`src/rtl/id_issue_ctrl.sv`:
```
// Decode-stage issue controller: ID->EX handshake, load-use hazard detection,
// branch squash and ECALL drain/redirect sequencing.
// Build option: ID_LOAD_SCOREBOARD_EN selects the 31-entry load scoreboard;
// otherwise a single previous-load tracker gives a fixed one-bubble stall.
module id_issue_ctrl #(
    parameter int LOAD_LAT     = 2,
    parameter int DRAIN_CYCLES = 3
) (
    input  logic        clk,
    input  logic        rst_n,
    input  logic        id_valid,
    input  logic [4:0]  id_rs1,
    input  logic [4:0]  id_rs2,
    input  logic        id_rs1_used,
    input  logic        id_rs2_used,
    input  logic [4:0]  id_rd,
    input  logic        id_rd_wen,
    input  logic        id_mem_re,
    input  logic        id_ecall,
    input  logic        es_allowin,
    input  logic        br_taken,
    input  logic [31:0] br_target,
    input  logic [31:0] mtvec,
    output logic        id_to_es_valid,
    output logic        ds_allowin,
    output logic        stall_flag,
    output logic        flush_if,
    output logic        pc_redirect_valid,
    output logic [31:0] pc_redirect,
    output logic        trap_busy
);

    localparam int DCW = (DRAIN_CYCLES > 1) ? $clog2(DRAIN_CYCLES) : 1;

    typedef enum logic [1:0] {
        ST_IDLE     = 2'd0,
        ST_DRAIN    = 2'd1,
        ST_REDIRECT = 2'd2
    } trap_state_t;

    // Out-of-range parameters are rejected at elaboration.
    if ((LOAD_LAT < 1) || (LOAD_LAT > 7) || (DRAIN_CYCLES < 1)) begin : g_param_check
        $error("id_issue_ctrl: illegal LOAD_LAT or DRAIN_CYCLES");
    end

    trap_state_t      state_r;
    trap_state_t      state_nxt_s;
    logic [DCW-1:0]   drain_cnt_r;
    logic [DCW-1:0]   drain_cnt_nxt_s;

    logic             idle_s;
    logic             redirect_s;
    logic             branch_s;
    logic             fire_s;
    logic             load_issue_s;
    logic [31:0]      busy_s;

    assign idle_s       = (state_r == ST_IDLE);
    assign redirect_s   = (state_r == ST_REDIRECT);
    assign branch_s     = idle_s & br_taken;
    assign fire_s       = id_valid & es_allowin & ~stall_flag & ~br_taken & idle_s;
    assign load_issue_s = fire_s & id_mem_re & id_rd_wen & (id_rd != 5'd0);

`ifdef ID_LOAD_SCOREBOARD_EN
    logic [2:0] cnt_r [1:31];

    // Per-register load countdown: a new load reloads, otherwise count down to zero.
    always_ff @(posedge clk or negedge rst_n) begin
        if (!rst_n) begin
            for (int i = 1; i < 32; i++) begin
                cnt_r[i] <= 3'd0;
            end
        end else begin
            for (int i = 1; i < 32; i++) begin
                if (load_issue_s && (id_rd == 5'(i))) begin
                    cnt_r[i] <= 3'(LOAD_LAT - 1);
                end else if (cnt_r[i] != 3'd0) begin
                    cnt_r[i] <= cnt_r[i] - 3'd1;
                end else begin
                    cnt_r[i] <= cnt_r[i];
                end
            end
        end
    end

    // Flatten the counters into a per-register pending-load vector.
    always_comb begin
        busy_s = 32'd0;
        for (int i = 1; i < 32; i++) begin
            busy_s[i] = (cnt_r[i] != 3'd0);
        end
    end
`else
    logic       prev_load_r;
    logic [4:0] prev_rd_r;

    // Remember only the load issued last cycle; any other cycle forgets it.
    always_ff @(posedge clk or negedge rst_n) begin
        if (!rst_n) begin
            prev_load_r <= 1'b0;
            prev_rd_r   <= 5'd0;
        end else if (load_issue_s) begin
            prev_load_r <= 1'b1;
            prev_rd_r   <= id_rd;
        end else begin
            prev_load_r <= 1'b0;
            prev_rd_r   <= prev_rd_r;
        end
    end

    // Single pending-load bit at the tracked destination.
    always_comb begin
        busy_s            = 32'd0;
        busy_s[prev_rd_r] = prev_load_r;
    end
`endif

    // Load-use hazard on either used, nonzero source.
    always_comb begin
        stall_flag = id_valid &
                     ((id_rs1_used & (id_rs1 != 5'd0) & busy_s[id_rs1]) |
                      (id_rs2_used & (id_rs2 != 5'd0) & busy_s[id_rs2]));
    end

    // Trap sequencer state and drain counter registers.
    always_ff @(posedge clk or negedge rst_n) begin
        if (!rst_n) begin
            state_r     <= ST_IDLE;
            drain_cnt_r <= {DCW{1'b0}};
        end else begin
            state_r     <= state_nxt_s;
            drain_cnt_r <= drain_cnt_nxt_s;
        end
    end

    // Trap sequencer next state: ECALL issue -> drain older work -> one redirect cycle.
    always_comb begin
        state_nxt_s     = state_r;
        drain_cnt_nxt_s = drain_cnt_r;
        case (state_r)
            ST_IDLE: begin
                if (fire_s && id_ecall) begin
                    state_nxt_s     = ST_DRAIN;
                    drain_cnt_nxt_s = DCW'(DRAIN_CYCLES - 1);
                end else begin
                    state_nxt_s     = ST_IDLE;
                end
            end
            ST_DRAIN: begin
                if (drain_cnt_r == {DCW{1'b0}}) begin
                    state_nxt_s     = ST_REDIRECT;
                end else begin
                    drain_cnt_nxt_s = drain_cnt_r - {{(DCW-1){1'b0}}, 1'b1};
                end
            end
            ST_REDIRECT: begin
                state_nxt_s = ST_IDLE;
            end
            default: begin
                state_nxt_s     = ST_IDLE;
                drain_cnt_nxt_s = {DCW{1'b0}};
            end
        endcase
    end

    // Handshake and redirect outputs; the trap redirect outranks any branch.
    always_comb begin
        id_to_es_valid    = fire_s;
        ds_allowin        = idle_s & (~id_valid | fire_s);
        trap_busy         = ~idle_s;
        flush_if          = redirect_s | branch_s;
        pc_redirect_valid = redirect_s | branch_s;
        if (redirect_s) begin
            pc_redirect = mtvec;
        end else if (branch_s) begin
            pc_redirect = br_target;
        end else begin
            pc_redirect = 32'd0;
        end
    end

endmodule
```
`config.mk`:
```
export PLATFORM = sky130hd
export DESIGN_NAME = id_issue_ctrl
export DESIGN_NICKNAME = d
export VERILOG_FILES = /design/src/rtl/id_issue_ctrl.sv
export SDC_FILE = /design/constraint.sdc
export NUM_CORES = 1
export LEC_CHECK = 0
export CAP_MARGIN = 5
export CORE_ASPECT_RATIO = 1.5
export CORE_MARGIN = 5
export CORE_UTILIZATION = 24
export CTS_CLUSTER_DIAMETER = 30
export CTS_CLUSTER_SIZE = 40
export DETAILED_ROUTE_END_ITERATION = 8
export PLACE_DENSITY_LB_ADDON = 0.05
export SLEW_MARGIN = 20
export SYNTH_ARGS = -nofsm -noshare
export SYNTH_HDL_FRONTEND = slang
export SYNTH_SLANG_ARGS = --single-unit
```
`constraint.sdc`:
```
create_clock -name clk -period 2.5 [get_ports clk]
set_clock_uncertainty 0.2 [all_clocks]
set_input_delay 0.25 -clock clk [delete_from_list [all_inputs] [get_ports clk]]
set_output_delay 0.25 -clock clk [all_outputs]
set_load 0.01 [all_outputs]
```
# [Yosys cells after proc, flatten, opt, wreduce, memory -nomap -nowiden]
# Index checks and enable logic that the tools add are counted.
[op_classes] n_addsub=1 order_cmp=4 n_eq_ne=5 n_mux=15 n_bitwise=23 reduce_logical=8
[op_table] operator="32-bit two-way mux" count=2
[op_table] operator="32-bit bitwise AND" count=1
[op_table] operator="5-bit by 6-bit < comparator with 1-bit output, second input constant" count=3
[op_table] operator="5-bit nonzero test" count=3
[op_table] operator="1-bit bitwise AND" count=14
[op_table] operator="1-bit binary-select mux with 5-bit select" count=2
[op_table] operator="2-bit two-way mux" count=3
[op_table] operator="2-bit case mux with 3 select lines" count=1
[op_table] operator="1-bit demux with 5-bit select" count=1
[op_table] operator="5-bit by 1-bit >= comparator with 1-bit output, second input constant" count=1
[op_table] operator="1-bit two-way mux" count=5
[op_table] operator="1-bit NOT" count=5
[op_table] operator="2-bit logical NOT" count=2
[op_table] operator="2-bit != test, second input constant" count=2
[op_table] operator="2-bit case mux with 2 select lines" count=1
[op_table] operator="1-bit bitwise OR" count=3
[op_table] operator="3-bit AND reduction" count=1
[op_table] operator="2-bit by 1-bit equality test with 1-bit output, second input constant" count=1
[op_table] operator="2-bit equality test, second input constant" count=1
[op_table] operator="1-bit logical AND" count=2
[op_table] operator="2-bit by 1-bit != test with 1-bit output, second input constant" count=1
[op_table] operator="2-bit by 1-bit subtractor with 2-bit output, second input constant" count=1
[word_totals] ff_bits=10 in_bits=89 output_inout_bits=38 wordCells=60

# [Longest topological paths before layout]
# Gate-level depths: netlist (run 1).
[depth] depth_word=18 depth_mapped=7 mapped_depth_nobuf=7

# [Worst setup path after synthesis (run 1)]
# No wires, ideal clock.
[synth_timing] path_type="reg2out" start="reg prev_rd_r[2]" end="out ds_allowin" arrival_ps=1817 required_ps=2050 setup_slack_ps=233 stages_incl_launch_ff=6 path_buffers=0 cell_sequence="dfrtp_1 > and2_1 > a2111oi_2 > o41ai_1 > nor3_1 > o21bai_1"
[synth_between] elab_chain_cells=16 elab_cells_between_ends=20 cone_classes="order compare (2); mux (6); bitwise (11); reduce/logical (1)"
[synth_rtl] element="start: declaration" line="95" rtl="logic [4:0] prev_rd_r;"
[synth_rtl] element="start signal: assignment" line="104" rtl="prev_rd_r <= id_rd;"
[synth_rtl] element="start signal: assignment" line="107" rtl="prev_rd_r <= prev_rd_r;"
[synth_rtl] element="5-bit by 6-bit < comparator with 1-bit output (not written as such) / 5-bit by 1-bit >= comparator with 1-bit output (equally long branches)" line="114" rtl="busy_s[prev_rd_r] = prev_load_r;"
[synth_rtl] element="1-bit logical AND (not written as such)" line="114"
[synth_rtl] element="1-bit two-way mux (not written as such)" line="114"
[synth_rtl] element="1-bit demux with 5-bit select *" line="114"
[synth_rtl] element="32-bit bitwise AND (no source line) *"
[synth_rtl] element="1-bit binary-select mux with 5-bit select, on equally long branches" line="121, 122"
[synth_rtl] element="1-bit two-way mux, on equally long branches" line="121, 122"
[synth_rtl] element="1-bit bitwise AND, on equally long branches" line="121, 122"
[synth_rtl] element="1-bit bitwise OR *" line="121" rtl="((id_rs1_used & (id_rs1 != 5'd0) & busy_s[id_rs1]) |"
[synth_rtl] element="1-bit bitwise AND *" line="120" rtl="stall_flag = id_valid &"
[synth_rtl] element="1-bit NOT *" line="61" rtl="assign fire_s = id_valid & es_allowin & ~stall_flag & ~br_taken & idle_s;"
[synth_rtl] element="1-bit bitwise AND * (3 in series)" line="61"
[synth_rtl] element="net id_to_es_valid" line="24" rtl="output logic id_to_es_valid,"
[synth_rtl] element="1-bit bitwise OR *" line="169" rtl="ds_allowin = idle_s & (~id_valid | fire_s);"
[synth_rtl] element="1-bit bitwise AND *" line="169"
[synth_rtl] element="end: declaration" line="25" rtl="output logic ds_allowin,"
# The timed path passes the listed nets; every way through them passes the cells marked *. The select of a mux whose other input is x is not followed.

# [Worst setup path in the final report (run 1)]
[layout_timing] start="in id_rs1[0]" end="out id_to_es_valid"
[layout_between] elab_chain_cells=9 elab_cells_between_ends=11 cone_classes="mux (2); bitwise (8); reduce/logical (1)"
[layout_rtl] element="start: declaration" line="12" rtl="input logic [4:0] id_rs1,"
[layout_rtl] element="1-bit binary-select mux with 5-bit select / 5-bit nonzero test (equally long branches)" line="121"
[layout_rtl] element="1-bit two-way mux (not written as such) / 1-bit bitwise AND (equally long branches)" line="121"
[layout_rtl] element="1-bit bitwise AND *" line="121"
[layout_rtl] element="1-bit bitwise OR *" line="121"
[layout_rtl] element="1-bit bitwise AND *" line="120"
[layout_rtl] element="1-bit NOT *" line="61"
[layout_rtl] element="1-bit bitwise AND * (3 in series)" line="61"
[layout_rtl] element="end: declaration" line="24"
# Every way passes the cells marked *; elsewhere a longest branch is shown, timed or not. The select of a mux whose other input is x is not followed.

==> impl_metrics.env, run 1 <==
export IMPL_outcome="complete, no violations"
export IMPL_gp_congestion=0.7906
export IMPL_crit_path_start="id_rs1[0]"
export IMPL_dp_hpwl_um=4741
export IMPL_cp_endpoint="id_to_es_valid"
export IMPL_fp_row_count=29
export IMPL_n_antenna_cell=0
export IMPL_netlist_instances=112
export IMPL_cp_depth=7
export IMPL_setup_ws_ns=0.001428
export IMPL_combinationalPowerShare_pct=70.3
export IMPL_worstPathCellList="clkdlybuf4s50_1, xnor2_1, nand4_1, o41ai_2, nor3_2, buf_4, clkdlybuf4s15_2"
export IMPL_drtIter0Drc=47
export IMPL_final_setup_viol_count=0
export IMPL_fmax_mhz=400.2
export IMPL_track_usage_pct=19.07
export IMPL_first_pass_iters=4
export IMPL_drcViolationCount=0
export IMPL_power_internal_uw=1065
export IMPL_cp_required_ns=2.05
export IMPL_port_buffers=126
export IMPL_maxSlewViolCount=0
export IMPL_netlist_area_mm2=0.001012
export IMPL_ir_drop_uv=640.6
export IMPL_ioPinCount=127
export IMPL_critPathArrivalTime_ns=2.05
export IMPL_ys_warn_count=0
export IMPL_hold_violations=0
export IMPL_power_switching_uw=624.1
export IMPL_grt_pass1_vias=1606
export IMPL_path_buf_inv=3
export IMPL_via_per_inst=5.026
export IMPL_worst_setup_path_type="in -> out"
export IMPL_fin_util_pct=64.11
export IMPL_synth_seq_cells=10
export IMPL_r2r_setup_slack_ns=0.04
export IMPL_cts_sinks=10
export IMPL_critical_path_top_delay_family="buffers and inverters"
export IMPL_setup_tns_ns=0
export IMPL_crit_slowest_cell="clkdlybuf4s50_1"
export IMPL_finalInstanceArea_mm2=0.002675
export IMPL_initial_core_util_pct=24.26
export IMPL_swShare_pct=36.94
export IMPL_min_path_type="in -> async"
export IMPL_maxSlewHeadroom_pct=70.37
export IMPL_cp_end_kind="output pin"
export IMPL_avgRoutedWirePerCell_um=18.35
export IMPL_grt_pass1_wl_um=8542
export IMPL_tightest_slew_ns=0.4431
export IMPL_clockRootBuffer="clkbuf_8"
export IMPL_grt_max_degree=34
export IMPL_cts_buffers=3
export IMPL_vias=1573
export IMPL_antenna_found_initial=0
export IMPL_ys_seq_area_share_pct=24.72
export IMPL_die_x_um=63.03
export IMPL_r2r_start="prev_rd_r[3]"
export IMPL_dpl_cell_area_mm2=0.002515
export IMPL_seqPwrFrac_pct=17.9
export IMPL_fin_crit_ns=2.499
export IMPL_avgSynthCellArea_um2=9.038
export IMPL_synth_distinct_cells=34
export IMPL_rsz0062_at_grt="true"
export IMPL_finalCritPeriodShare_pct=99.94
export IMPL_syn_nets=202
export IMPL_maxCapViolations=0
export IMPL_slowest_delay_ns=0.54
export IMPL_syn_to_final_growth_pct=164.3
export IMPL_postRouteAntennaNets=0
export IMPL_fp_coreArea_mm2=0.004173
export IMPL_final_net_count=358
export IMPL_crit_fanout=2
export IMPL_die_h_um=89.54
export IMPL_leakage_uw=0.001218
export IMPL_critPathLaunchType="input pin"
export IMPL_path_clk_slew_ns=0.05
export IMPL_dp_slack_ns=-0.3734
export IMPL_clk_latency_ns=0.23
export IMPL_p_clk_share_pct=11.8
export IMPL_ctsHoldBuffers=0
export IMPL_cts_tree="built"
export IMPL_die_area_mm2=0.005643
export IMPL_power_density_mw_per_mm2=631.5
export IMPL_r2r_end="prev_rd_r[0]"
export IMPL_totalWireLength_um=5742
export IMPL_htreeDepth=1
export IMPL_clk_path_buf_depth=2
export IMPL_drive_above_1_share_pct=22.47
export IMPL_rr_worst_depth=8
export IMPL_grt_ovfl_total=0
==> worst min-delay path by stage <==
| stage | slack [ns] | to | cells past startpoint |
|---|---|---|---|
| 2_1_floorplan | -0.25 | drain_cnt_r[0] | 0 |
| 3_3_place_gp | 0.32 | drain_cnt_r[0] | 1 |
| 5_1_grt | 0.17 | prev_rd_r[4] | 1 |
| 6_report | 0.13 | prev_rd_r[1] | 1 |
| 4_1_cts | 0.14 | prev_rd_r[3] | 1 |
| 3_5_place_dp | 0.34 | state_r[1] | 2 |
==> registers in the layout, summed over array words and instances (netlist names) <==
register / count
prev_rd_r: 5
drain_cnt_r: 2
state_r: 2
prev_load_r: 1
==> cell usage in the layout, fill, tap and decap left out, types with 3 or more instances in the layout <==
cell type        Yosys  final
mux2_1               5      5
nor3_2               1      4
dlygate4sd2_1        0     33
xnor2_1              8      7
inv_1                4      4
clkdlybuf4s50_1      0     88
dfrtp_1             10      8
buf_4                1     30
or2_2                3      3
nor2_1               6      5
nand3_1              3      3
a22o_1              32     32
nand2_1              4      4
clkbuf_8             0      4
==> cell type report <==
| type | instances | area, um^2 |
|---|---|---|
| Tap cell | 46 | 57.56 |
| Timing Repair Buffer | 159 | 1506 |
| Inverter | 4 | 15.01 |
| Clock buffer | 4 | 55.05 |
| Sequential cell | 10 | 252.7 |
| Fill cell | 358 | 1498 |
| Multi-Input combinational cell | 90 | 788.3 |
==> routing by layer <==
metal  wire (um)  share of wire [%]  GRT usage [%]  vias to the layer above
met2        3244                 56          40.15                       81
li1            -                  -              -                      751
met1        2080                 36          19.67                      735
met4          67                1.2          2.896                        0
met5           0                  0              0                        -
met3         349                6.1          2.893                        6
==> timing repair <==
item                       CTS  global route
setup endpoints to repair   37            10
buffers inserted             1             6
gates resized for setup     52             7
pin swaps                    2             4
gates cloned                 0             1
==> Yosys cell counts (all sizes together) <==
cell      n  area (um^2)
a2111oi   1        15.01
a21oi     3        15.01
a221o     1        10.01
a22o     32        280.3
a2bb2oi   1        8.760
a31oi     1        6.260
and2      2        12.51
buf       2        11.26
clkbuf    6        22.52
dfrtp    10        250.2
ha        1        12.51
inv       4        15.01
mux2      5        56.30
nand2     4        15.01
nand2b    1        6.260
nand3     3        15.01
nand4     2        12.51
nor2      6        22.52
nor2b     1        6.260
nor3      5        30.03
nor3b     1        7.510
nor4      3        40.04
nor4bb    1        10.01
o21bai    1        7.510
o2bb2ai   1        8.760
o31a      1        10.01
o41ai     1        8.760
or2       3        18.77
or4       1        7.510
xnor2     8        70.07
==> power groups by stage <==
| stage | clock network [uW] | logic, uW | registers, uW |
|---|---|---|---|
| 2_1_floorplan | 0 | 505 | 282 |
| 3_3_place_gp | 0 | 1130 | 290 |
| 3_5_place_dp | 0 | 1160 | 297 |
| 4_1_cts | 203 | 1090 | 297 |
| 5_1_grt | 216 | 1280 | 310 |
| 6_report | 199 | 1190 | 303 |
==> kinds of logic (layout without fill, tap and decap cells) <==
group | Yosys count | in the layout | synth area share [%]
xor gates and xnor gates | 8 | 8 | 6.922
and+or+nand+nor | 33 | 33 | 20.15
DFF | 10 | 10 | 24.72
AOI/OAI and AO/OA | 43 | 43 | 36.59
buffers and inverters | 12 | 167 | 4.820
muxes | 5 | 5 | 5.562
adders and majority gates | 1 | 1 | 1.236
==> stage by stage <==
step / instances / total power [uW] / hold slack, ns
floorplan: 112 / 786.9 / -0.2456
global placement: 301 / 1423 / 0.3195
detailed placement: 301 / 1457 / 0.3373
CTS: 306 / 1590 / 0.1448
global route: 313 / 1802 / 0.1674
finish: 313 / 1689 / 0.1320
Note: power is estimated with default switching activity, not from simulation.
==> run 2, diff against run 1 <==
- ABC_AREA: not set -> 1
==> run 2 against run 1 <==
  * Die area up 77%
  * Highest routed layer unchanged
  * Cell area increased by 48%
  * Global-route usage shrank 1.1 points
  * Maximum frequency decreased by 2.6%
  * The flow now finishes with violations (negative setup slack)
  * First-iteration DRC count is 66% higher
  * Utilization is 14 points lower
==> impl_metrics.env, run 2 <==
export IMPL_port_buffers=126
export IMPL_violations="negative setup slack"
export IMPL_ctsHoldBuffers=0
export IMPL_dp_hpwl_um=7777
export IMPL_ioPinCount=127
export IMPL_dpl_cell_area_mm2=0.003453
export IMPL_final_net_count=634
export IMPL_ir_drop_uv=215.8
export IMPL_track_usage_pct=17.97
export IMPL_htreeDepth=1
export IMPL_syn_to_final_growth_pct=104.9
export IMPL_highest_layer="met4"
export IMPL_post_place_cells=629
export IMPL_leakage_uw=0.001738
export IMPL_critPathLaunchType="flop"
export IMPL_yosysMostFrequentCell="nand3_1"
export IMPL_synth_ff_type="dfrtp_1"
export IMPL_mostFrequentLayoutCells="clkdlybuf4s50_1 (122), nand3_1 (81), nand2_1 (80), inv_1 (52)"
export IMPL_largestRegisters="prev_rd_r (5), drain_cnt_r (2), state_r (2)"
export IMPL_clockRootBuffer="clkbuf_16"
export IMPL_cp_required_ns=2.05
export IMPL_outcome="finished with violations"
export IMPL_n_antenna_cell=0
export IMPL_synth_edf_count=0
export IMPL_worst_setup_path_type="reg -> out"
export IMPL_cp_end_kind="output pin"
export IMPL_rr_worst_depth=18
export IMPL_worstPathCellList="inv_4, nand3_4, nor2_4, nor2_1, nor2_1, nand2_1, nand2_1, nand2_1, nor2_2, nand2_1, nand2_1, nand2_2, nand2_2, nor2_4, buf_6, buf_6"
export IMPL_synth_distinct_cells=29
export IMPL_met3WireLength_um=551
export IMPL_syn_nets=478
export IMPL_synthTopCellsByArea="nand3_1 (24%), nand2_1 (17%), dfrtp_1 (13%)"
export IMPL_slowest_delay_ns=0.46
export IMPL_maxCapViolations=0
export IMPL_fp_row_count=40
export IMPL_dp_slack_ns=-0.4973
export IMPL_drtIter0Drc=78
export IMPL_fmax_mhz=389.7
export IMPL_finalCritPeriodShare_pct=102.6
export IMPL_postRouteAntennaNets=0
export IMPL_hold_violations=0
export IMPL_yosys_area_top_type="nand3_1"
export IMPL_rsz0062_at_grt="true"
export IMPL_grt_max_degree=34
export IMPL_first_pass_iters=4
export IMPL_avgRoutedWirePerCell_um=14.48
export IMPL_via_per_inst=4.594
export IMPL_vias=2977
export IMPL_synth_seq_cells=10
export IMPL_gp_congestion=0.9317
export IMPL_wl_met1_um=3156
export IMPL_power_density_mw_per_mm2=400.1
export IMPL_netlist_instances=388
export IMPL_grt_pass1_wl_um=14640
export IMPL_path_buf_inv=3
export IMPL_yosys_area_top_type_share_pct=23.85
export IMPL_cts_buffers=3
export IMPL_cp_common_cell="nand2_1"
export IMPL_die_area_mm2=0.009975
export IMPL_avgSynthCellArea_um2=4.976
export IMPL_cts_tree="built"
export IMPL_netlist_area_mm2=0.001931
export IMPL_layout_cells_non_filler=648
export IMPL_die_h_um=119.8
export IMPL_ys_seq_area_share_pct=12.96
export IMPL_clk_latency_ns=0.23
export IMPL_final_setup_viol_count=3
export IMPL_r2r_end="drain_cnt_r[1]"
export IMPL_critical_path_top_delay_family="simple AND/OR/NAND/NOR gates"
export IMPL_r2r_start="prev_rd_r[1]"
export IMPL_drcViolationCount=0
export IMPL_drive_above_1_share_pct=21.55
export IMPL_async_flop_share_pct=100.0
export IMPL_fin_crit_ns=2.566
export IMPL_finalInstanceArea_mm2=0.003956
export IMPL_maxSlewViolCount=0
export IMPL_antenna_found_initial=0
export IMPL_path_clk_slew_ns=0.04
export IMPL_ys_warn_count=0
export IMPL_tightest_slew_ns=0.4733
export IMPL_fin_util_pct=49.72
export IMPL_crit_slowest_cell="dfrtp_2"
export IMPL_layout_commonest_cell="clkdlybuf4s50_1"
export IMPL_wl_met2_um=5525
export IMPL_cts_sinks=10
export IMPL_die_x_um=83.23
export IMPL_top_register="prev_rd_r"
export IMPL_setup_ws_ns=-0.06608
export IMPL_clk_path_buf_depth=2
export IMPL_critPathArrivalTime_ns=2.12
export IMPL_min_path_type="in -> async"
export IMPL_crit_fanout=9
export IMPL_largest_register_ffs=5
export IMPL_grt_pass1_vias=2965
export IMPL_grt_ovfl_total=0
export IMPL_initial_core_util_pct=24.26
export IMPL_maxSlewHeadroom_pct=68.35
export IMPL_fp_coreArea_mm2=0.007958
export IMPL_setup_tns_ns=-0.1719
export IMPL_synth_top_cells_by_count="nand3_1 (92), nand2_1 (89), nor2_1 (59)"
export IMPL_r2r_setup_slack_ns=0.10
export IMPL_totalWireLength_um=9384
run 2: per-layer routing:
layer,track usage (%),up-vias
met5,0,-
met3,4.052,8
met4,4.294,0
met1,16.18,1309
li1,-,1562
met2,38.70,98
run 2: area by class of cell:
| class | instances | area, um^2 |
|---|---|---|
| multi-input cells | 298 | 1623 |
| inverters | 61 | 237.7 |
| well taps | 105 | 131.4 |
| fillers | 837 | 4001 |
| repair buffers | 170 | 1619 |
| clock buffers | 4 | 88.84 |
| flip-flops and latches | 10 | 256.5 |
run 2: worst reg2reg max path, stage by stage (launching register included):
cell and delay [ns]:
dfrtp_2 0.46, inv_4 0.10, nand3_4 0.15, nor2_4 0.15
nor2_1 0.05, nor2_1 0.10, nand2_1 0.06, nand2_1 0.06
nand2_1 0.06, nor2_2 0.11, nand2_1 0.06, nand2_1 0.07
nand2_2 0.08, buf_4 0.14, buf_4 0.12, nand4_1 0.11
buf_4 0.13, nand3_1 0.06, nand2_1 0.08
run 2: what timing repair did:
item,CTS,global route
resized for setup,75,26
buffers inserted,6,9
pin swaps,9,14
setup endpoints to repair,6,25
run 2: cells by family (layout without fill, tap and decap cells):
family | after synthesis | count (layout) | synth area share [%]
compound gates | 43 | 43 | 11.54
fa+ha+maj | 1 | 1 | 0.6480
buf+inv | 80 | 235 | 16.59
flops | 10 | 10 | 12.96
simple gates | 254 | 254 | 58.26
run 2: report_power, final:
part           total, uW  internal [uW]  switching, uW
registers            276            204           72.2
logic                994            511            483
clock network        313            240           72.9
total               1580            955            628
run 2: how the worst max path moves through the flow:
stage / from / to / slack [ns] / cells after the start
final: prev_rd_r[1] / id_to_es_valid / -0.07 / 16
after global routing: prev_rd_r[3] / ds_allowin / -0.24 / 17
after CTS: prev_rd_r[3] / ds_allowin / -0.05 / 17
after detailed placement: id_rs1[0] / stall_flag / -0.50 / 16
after global placement: id_rs1[0] / stall_flag / -0.45 / 16
after floorplan: prev_rd_r[4] / ds_allowin / 0.40 / 17
run 2: per-stage QoR:
stage               hold WS [ns]  power [uW]
finish                    0.1441        1583
floorplan                -0.2456       600.7
global placement          0.2969        1046
detailed placement        0.3162        1048
CTS                       0.1607        1520
global route              0.1958        1690
==> run 3, diff against run 2 <==
- CTS_CLUSTER_SIZE: 40 -> 28
==> results of run 3 <==
Same layout as run 2: the final DEF is identical, and so are final timing and power.
